<file path="src/rtl/inc_arbiter.sv">
// inc_arbiter: round-robin sharing of one external combinational incrementer
// (inc_d = inc_a + 1) among NREQ requesters. The winning operand is parked
// in a register that drives the incrementer; one cycle later the incrementer
// output is captured together with the owner's index and an overflow flag.
//
// Handshake: a requester raises req[i] (level) with its operand stable on
// a_bus. In IDLE the arbiter samples req at the clock edge, picks one winner
// starting at the rotating pointer, and raises grant[i] for exactly one cycle
// (the EXEC cycle). The operand has been captured by then, so the requester
// drops req in the cycle after grant; a req still high at the next IDLE
// sample is a new request. The result appears as a one-cycle d_valid pulse
// one cycle after grant, carrying d, d_id and ovf, which then hold until the
// next capture.
module inc_arbiter #(
   parameter  int DATAWIDTH = 16,
   parameter  int NREQ      = 4,
   localparam int IDW       = $clog2(NREQ)
) (
   input  logic                      Clk,
   input  logic                      Rst,
   input  logic [NREQ-1:0]           req,
   input  logic [NREQ*DATAWIDTH-1:0] a_bus,
   output logic [NREQ-1:0]           grant,
   output logic                      busy,
   output logic [DATAWIDTH-1:0]      inc_a,
   input  logic [DATAWIDTH-1:0]      inc_d,
   output logic [DATAWIDTH-1:0]      d,
   output logic                      d_valid,
   output logic [IDW-1:0]            d_id,
   output logic                      ovf,
   output logic                      o_dbg_state,
   output logic [IDW-1:0]            o_dbg_ptr
);

   typedef enum logic {
      IDLE = 1'b0,
      EXEC = 1'b1
   } state_t;

   state_t                 r_state;
   state_t                 w_nxt_state;

   logic [IDW-1:0]         r_ptr;
   logic [NREQ-1:0]        r_grant;
   logic [DATAWIDTH-1:0]   r_inc_a;
   logic [IDW-1:0]         r_id;
   logic                   r_ovf_op;
   logic [DATAWIDTH-1:0]   r_d;
   logic                   r_d_valid;
   logic [IDW-1:0]         r_d_id;
   logic                   r_ovf;

   logic                   w_found;
   logic [IDW-1:0]         w_win;
   logic [DATAWIDTH-1:0]   w_oper;
   logic [NREQ-1:0]        w_onehot;
   logic                   w_accept;
   logic                   w_done;
   logic [IDW-1:0]         w_ptr_nxt;

   // Rotating priority search: first pass covers ptr..NREQ-1, second pass
   // picks up the wrap-around indices 0..ptr-1 (the only ones it can still find).
   always_comb begin
      w_found = 1'b0;
      w_win   = '0;
      w_oper  = '0;
      for (int i = 0; i < NREQ; i++) begin
         if (!w_found && req[i] && (i >= int'(r_ptr))) begin
            w_found = 1'b1;
            w_win   = IDW'(i);
            w_oper  = a_bus[i*DATAWIDTH +: DATAWIDTH];
         end
      end
      for (int i = 0; i < NREQ; i++) begin
         if (!w_found && req[i]) begin
            w_found = 1'b1;
            w_win   = IDW'(i);
            w_oper  = a_bus[i*DATAWIDTH +: DATAWIDTH];
         end
      end
   end

   // Decode the winner index into the one-hot grant pattern.
   always_comb begin
      w_onehot        = '0;
      w_onehot[w_win] = 1'b1;
   end

   // Pointer moves to the requester just after the one being served.
   always_comb begin
      w_ptr_nxt = '0;
      if (r_id != IDW'(NREQ - 1)) begin
         w_ptr_nxt = r_id + 1'b1;
      end
   end

   // Next-state logic: accept in IDLE when anyone requests; EXEC lasts one cycle.
   always_comb begin
      w_nxt_state = r_state;
      w_accept    = 1'b0;
      w_done      = 1'b0;
      case (r_state)
         IDLE: begin
            if (w_found) begin
               w_accept    = 1'b1;
               w_nxt_state = EXEC;
            end
         end
         EXEC: begin
            w_done      = 1'b1;
            w_nxt_state = IDLE;
         end
         default: w_nxt_state = IDLE;
      endcase
   end

   // State register.
   always_ff @(posedge Clk) begin
      if (Rst) begin
         r_state <= IDLE;
      end else begin
         r_state <= w_nxt_state;
      end
   end

   // Operand capture on accept, result capture on EXEC; reset aborts any op.
   always_ff @(posedge Clk) begin
      if (Rst) begin
         r_ptr     <= '0;
         r_grant   <= '0;
         r_inc_a   <= '0;
         r_id      <= '0;
         r_ovf_op  <= 1'b0;
         r_d       <= '0;
         r_d_valid <= 1'b0;
         r_d_id    <= '0;
         r_ovf     <= 1'b0;
      end else begin
         r_d_valid <= 1'b0;
         if (w_accept) begin
            r_grant  <= w_onehot;
            r_inc_a  <= w_oper;
            r_id     <= w_win;
            r_ovf_op <= (w_oper == {DATAWIDTH{1'b1}});
         end else if (w_done) begin
            r_grant   <= '0;
            r_d       <= inc_d;
            r_d_id    <= r_id;
            r_ovf     <= r_ovf_op;
            r_d_valid <= 1'b1;
            r_ptr     <= w_ptr_nxt;
         end else begin
            r_grant <= '0;
         end
      end
   end

   assign grant       = r_grant;
   assign busy        = (r_state == EXEC);
   assign inc_a       = r_inc_a;
   assign d           = r_d;
   assign d_valid     = r_d_valid;
   assign d_id        = r_d_id;
   assign ovf         = r_ovf;
   assign o_dbg_state = r_state;
   assign o_dbg_ptr   = r_ptr;

endmodule

</file>
<file path="config.mk">
export PLATFORM = sky130hd
export DESIGN_NAME = inc_arbiter
export DESIGN_NICKNAME = d
export VERILOG_FILES = /design/src/rtl/inc_arbiter.sv
export SDC_FILE = /design/constraint.sdc
export NUM_CORES = 1
export LEC_CHECK = 0
export BUFFER_PORTS_ARGS = -buffer_cell sky130_fd_sc_hd__clkbuf_2
export CAP_MARGIN = 0
export CORE_AREA = 2 2 76 78
export CTS_CLUSTER_DIAMETER = 30
export DETAILED_ROUTE_END_ITERATION = 6
export DIE_AREA = 0 0 78 80
export PLACE_DENSITY_LB_ADDON = 0.2
export SYNTH_ARGS = -nofsm -noshare
export SYNTH_HDL_FRONTEND = slang
export SYNTH_SLANG_ARGS = --single-unit
</file>
<file path="constraint.sdc">
create_clock -name Clk -period 6.04 [get_ports Clk]
set_input_delay 0.302 -clock Clk [delete_from_list [all_inputs] [get_ports Clk]]
set_output_delay 0.302 -clock Clk [all_outputs]
set_load 0.05 [all_outputs]
</file>
* Word-level counts from Yosys, hierarchy flattened
Cells that the tools add are included.
** Storage, ports and cells
- Output and inout bits :: 44
- Input port bits :: 86
- Bits in registers :: 46
- Memories kept :: 0
- Bits in writable memories :: 0
- Memory bits (read-only) :: 0
- Latch bits :: 0
** Operators by class
- Shifts and indexed selects :: 0
- Multiplexer cells :: 31
- $lt $le $gt $ge :: 5
- Equality and inequality tests :: 2
- Div/mod/pow operators :: 0
- Reduce and logical (&&, ||, !) cells :: 21
- Bitwise operators :: 2
- Add/subtract/negate cells :: 1
- Multipliers :: 0
** Operator list (count)
- 16-bit 2-to-1 mux :: 8
- 16-bit equality test (second input constant) :: 1
- 1-bit 2-to-1 mux :: 14
- 2-bit 2-to-1 mux :: 7
- 1-bit logical AND :: 11
- 1-bit logical NOT :: 7
- 1-bit by 2-bit >= comparator with 1-bit output (first input constant) :: 2
- 2-bit OR reduction :: 2
- 2-bit by 3-bit less-than comparator with 1-bit output (second input constant) :: 1
- 2-bit by 1-bit adder with 2-bit output (second input constant) :: 1
- 1-bit demux with 2-bit select :: 1
- 2-bit by 1-bit >= comparator with 1-bit output (second input constant) :: 1
- 2-bit >= comparator (first input constant) :: 1
- 2-bit != test (second input constant) :: 1
- 1-bit inverter :: 2
- 1-bit one-hot mux with 2 select lines :: 1
- 2-bit AND reduction :: 1

* Logic depth before layout (Yosys ltp)
- Word-level depth :: 30
- Gate-level depth with buffers :: 12
- Gate-level depth less buffers :: 8

* Worst setup path before layout
No wires, ideal clock.
- Path kind :: reg2reg
- Start :: register r_ptr[0] (netlist: o_dbg_ptr[0])
- End :: register r_ovf_op
- Cell stages (with the launch flop) :: 12
- Data arrival time :: 2386 ps
- Buffers on the path :: 3
- Setup slack :: 3594 ps
- Required time :: 5980 ps
- Cells stage by stage :: dfxtp_1 -> buf_2 -> nor2b_1 -> buf_2 -> o21bai_2 -> and2_1 -> buf_2 -> a211oi_1 -> o21ai_0 -> o221ai_1 -> nor4_1 -> a32o_1
** On the way
- Cells in the longest elaborated chain, start to end :: 28
** RTL lines
- start, declared :: RTL line 43 : logic [IDW-1:0] r_ptr;
- start signal, assigned :: RTL line 151 : r_ptr <= w_ptr_nxt;
- branches (longest 28 deep; another with 1-bit by 2-bit >= comparator with 1-bit output)
- end signal, assigned :: RTL line 144 : r_ovf_op <= (w_oper == {DATAWIDTH{1'b1}});
- end, declared :: RTL line 47 : logic r_ovf_op;
Parallel ways; which one is timed is not known.
A chain may end at the register's enable or synchronous reset.

* Final worst setup path
- Start :: register r_ptr[1] (netlist: o_dbg_ptr[1])
- End :: register r_ovf_op
The elaborated chain is that of the path after synthesis.

==> flow_summary.ini <==
[run_status]
status = completed

[cts]
cts_tree = yes
cts_root_buf = clkbuf_8
clockBufferDepth = 2
cts_buffers = 5
cts_max_level = 2
path_clk_slew_ns = 0.08
cts_setup_buffers = 0
cts-resized-gates = 0
clock_latency_ns = 0.29
postCtsHoldBufs = 0
cts.sinks = 46

[job]
max_cap_viol_count = 0

[placement]
port_buffers = 129
pre_cts_ws_ns = 2.51
hpwlAfterDp_mm = 6.27
globalplace.congestion = 0.863

[route]
drt-initial-drc-count = 295
drcViolationCount = 0
viasPerCell = 5.66
wl_per_cell_um = 15.9
vias = 2905
antenna_left = 0
drt-pass1-iter-count = 5
wl_mm = 8.16

[setup_path]
endpoint_kind = flip-flop
worstPathRequired_ns = 6.28
cpPeakStageDelay_ns = 0.96
r2r_slack_ns = 2.37
startpoint_type = flip-flop
worst_r2r_endpoint = r_ovf_op$_SDFFE_PP0P_
cp_cell_sequence = nand4_1 > nand2_1 > a21oi_1 > a21o_1 > nor4_1 > and4b_1 > a32o_1
worstRegToRegCells = 7
r2r-start = o_dbg_ptr[1]$_SDFFE_PP0P_
cp.arrival_ns = 3.91
criticalPathCategory = flip-flop to flip-flop
cp_slowest_cell = dfxtp_1
crit_fanout = 27

[sta]
tns_ns = 0
maxSlewHeadroom_pct = 20.0
fin_ws_ns = 2.37
drv_slew = 0
rsz0062_at_grt = false
holdWs_ns = 0.241
hold_viol_final = 0
finalClockSkew_ns = 0.00552
max_slew.worst_pin.slew_ns = 1.20
max_freq_ghz = 0.272
final-setup-viol-count = 0
fin_crit_sh_pct = 60.8
min_period_ns = 3.67

[logic_synthesis]
synth_edf_count = 0
postSynthAreaPerCell_um2 = 7.83
syn_nets = 421
synth_seq_cells = 46
ys_types = 38
postSynth.asyncResetShare_pct = 0
synth_area_leaders = dfxtp_1, mux2i_1, nor2_1, a21oi_1, a211oi_1
syn_inst = 334
yosys_warnings = 0
ys.flop_type = dfxtp_1
synth_top_cell_area_share_pct = 35.2
seq_area_frac_synth_pct = 35.2
yosysTopAreaCell = dfxtp_1
synthesis.area_um2 = 2610

[global_route]
grt_pass1_wl_mm = 12.9
use_met1_pct = 33.3
grt_max_degree = 43
antenna_found_initial = 0
grt_use_met2_pct = 42.7
busiest_layer = met2
grtUsageTotal_pct = 25.9
met3_usage_pct = 5.32
gr-total-overflow = 0
grt_pass1_vias = 2681

[layout]
fillers = 498
layout_common_cells = clkbuf_2, nor2_1, dfxtp_1
multi_input_area_um2 = 1520
layout_commonest_cell = clkbuf_2
synthToLayoutAreaGrowth_pct = 25.9
regArea_um2 = 921
fin_nets = 528
diodes = 0
layout-drive-gt1-share_pct = 32.4

[floorplanning]
dieArea_um2 = 6240
coreArea_um2 = 5410
io_pins = 130
num_rows = 27
start_util_pct = 48.4
chipHeight_um = 80
chipWidth_um = 78

[min_path]
min_to = d[5]$_SDFFE_PP0P_
min_path_cells = 3
min_path_type = primary input to flip-flop
min_from = inc_d[5]

[power]
cellLeakagePower_uw = 0.00158
vdd_drop_max_v = 0.000188
power_density_nw_per_um2 = 241
## layout make-up
class,count,area share (%)
Clock buffer,6,2.21
Tap cell,72,2.74
Sequential cell,46,28.0
Inverter,6,0.684
Clock inverter,1,0.228
Timing Repair Buffer,131,20.1
Multi-Input combinational cell,251,46.1
## flip-flops by register name, summed over array words and instances, names as in the netlist
| signal | cells |
|---|---|
| busy | 1 |
| d | 16 |
| d_id | 2 |
| d_valid | 1 |
| grant | 4 |
| inc_a | 16 |
| o_dbg_ptr | 2 |
| ovf | 1 |
| r_id | 2 |
| r_ovf_op | 1 |
## stage by stage
step | cells | power [µW] | area [µm²] | utilization (%)
global route | 513 | 832 | 3290 | 60.9
detailed placement | 506 | 627 | 3210 | 59.4
global placement | 506 | 625 | 3210 | 59.4
floorplan | 334 | 546 | 2610 | -
CTS | 513 | 799 | 3290 | 60.9
finish | 513 | 794 | 3290 | 60.9
## Yosys cell counts, types with 3 or more instances
master     n
mux2i_1   21
clkbuf_1  17
and3_1     5
o31ai_1    4
nand3_1   16
dfxtp_1   46
o221ai_1  10
a211oi_1  24
a21oi_1   37
a21o_1     8
nand3b_1   4
o21ai_0   11
nor4_1     5
buf_2      9
buf_6      3
o22ai_1    4
nand2_1   25
inv_1      6
a22o_1     3
nor2_1    54
## critical path, delay by kind of cell (launching register included)
| kind | cells | cell delay (ns) |
|---|---|---|
| AO/OA/AOI/OAI | 3 | 0.47 |
| AND/OR/NAND/NOR | 4 | 2.18 |
| flip-flops | 1 | 0.96 |
## routing by layer
| metal | vias to the layer above | part of all wire (%) |
|---|---|---|
| met5 | - | 0 |
| met3 | 18 | 6.9 |
| met1 | 1323 | 42 |
| met4 | 0 | 2.2 |
| met2 | 134 | 49 |
| li1 | 1430 | - |
## kinds of logic after synthesis
kind of cell / share of synthesized area [%]
flip-flops: 35.2
multiplexers: 8.04
AO/OA/AOI/OAI: 28.4
AND/OR/NAND/NOR: 20.9
adder cells (fa/ha/maj): 0.479
buffers and inverters: 6.89
## report_power, final
group / internal (µW) / switching, µW / leakage (µW)
Clock: 79.3 / 94.8 / 0.0000373
Combinational: 89.9 / 185 / 0.00117
Sequential: 327 / 17.5 / 0.000379
Total: 497 / 297 / 0.00158
## how the worst max path moves through the flow
stage	start	to	cells past startpoint
floorplan	o_dbg_ptr[0]$_SDFFE_PP0P_	r_ovf_op$_SDFFE_PP0P_	11
global placement	o_dbg_ptr[1]$_SDFFE_PP0P_	r_ovf_op$_SDFFE_PP0P_	7
detailed placement	o_dbg_ptr[1]$_SDFFE_PP0P_	r_ovf_op$_SDFFE_PP0P_	7
CTS	o_dbg_ptr[1]$_SDFFE_PP0P_	r_ovf_op$_SDFFE_PP0P_	7
global route	o_dbg_ptr[1]$_SDFFE_PP0P_	r_ovf_op$_SDFFE_PP0P_	7
finish	o_dbg_ptr[1]$_SDFFE_PP0P_	r_ovf_op$_SDFFE_PP0P_	7
No activity file was read; power rests on OpenSTA's default activity.
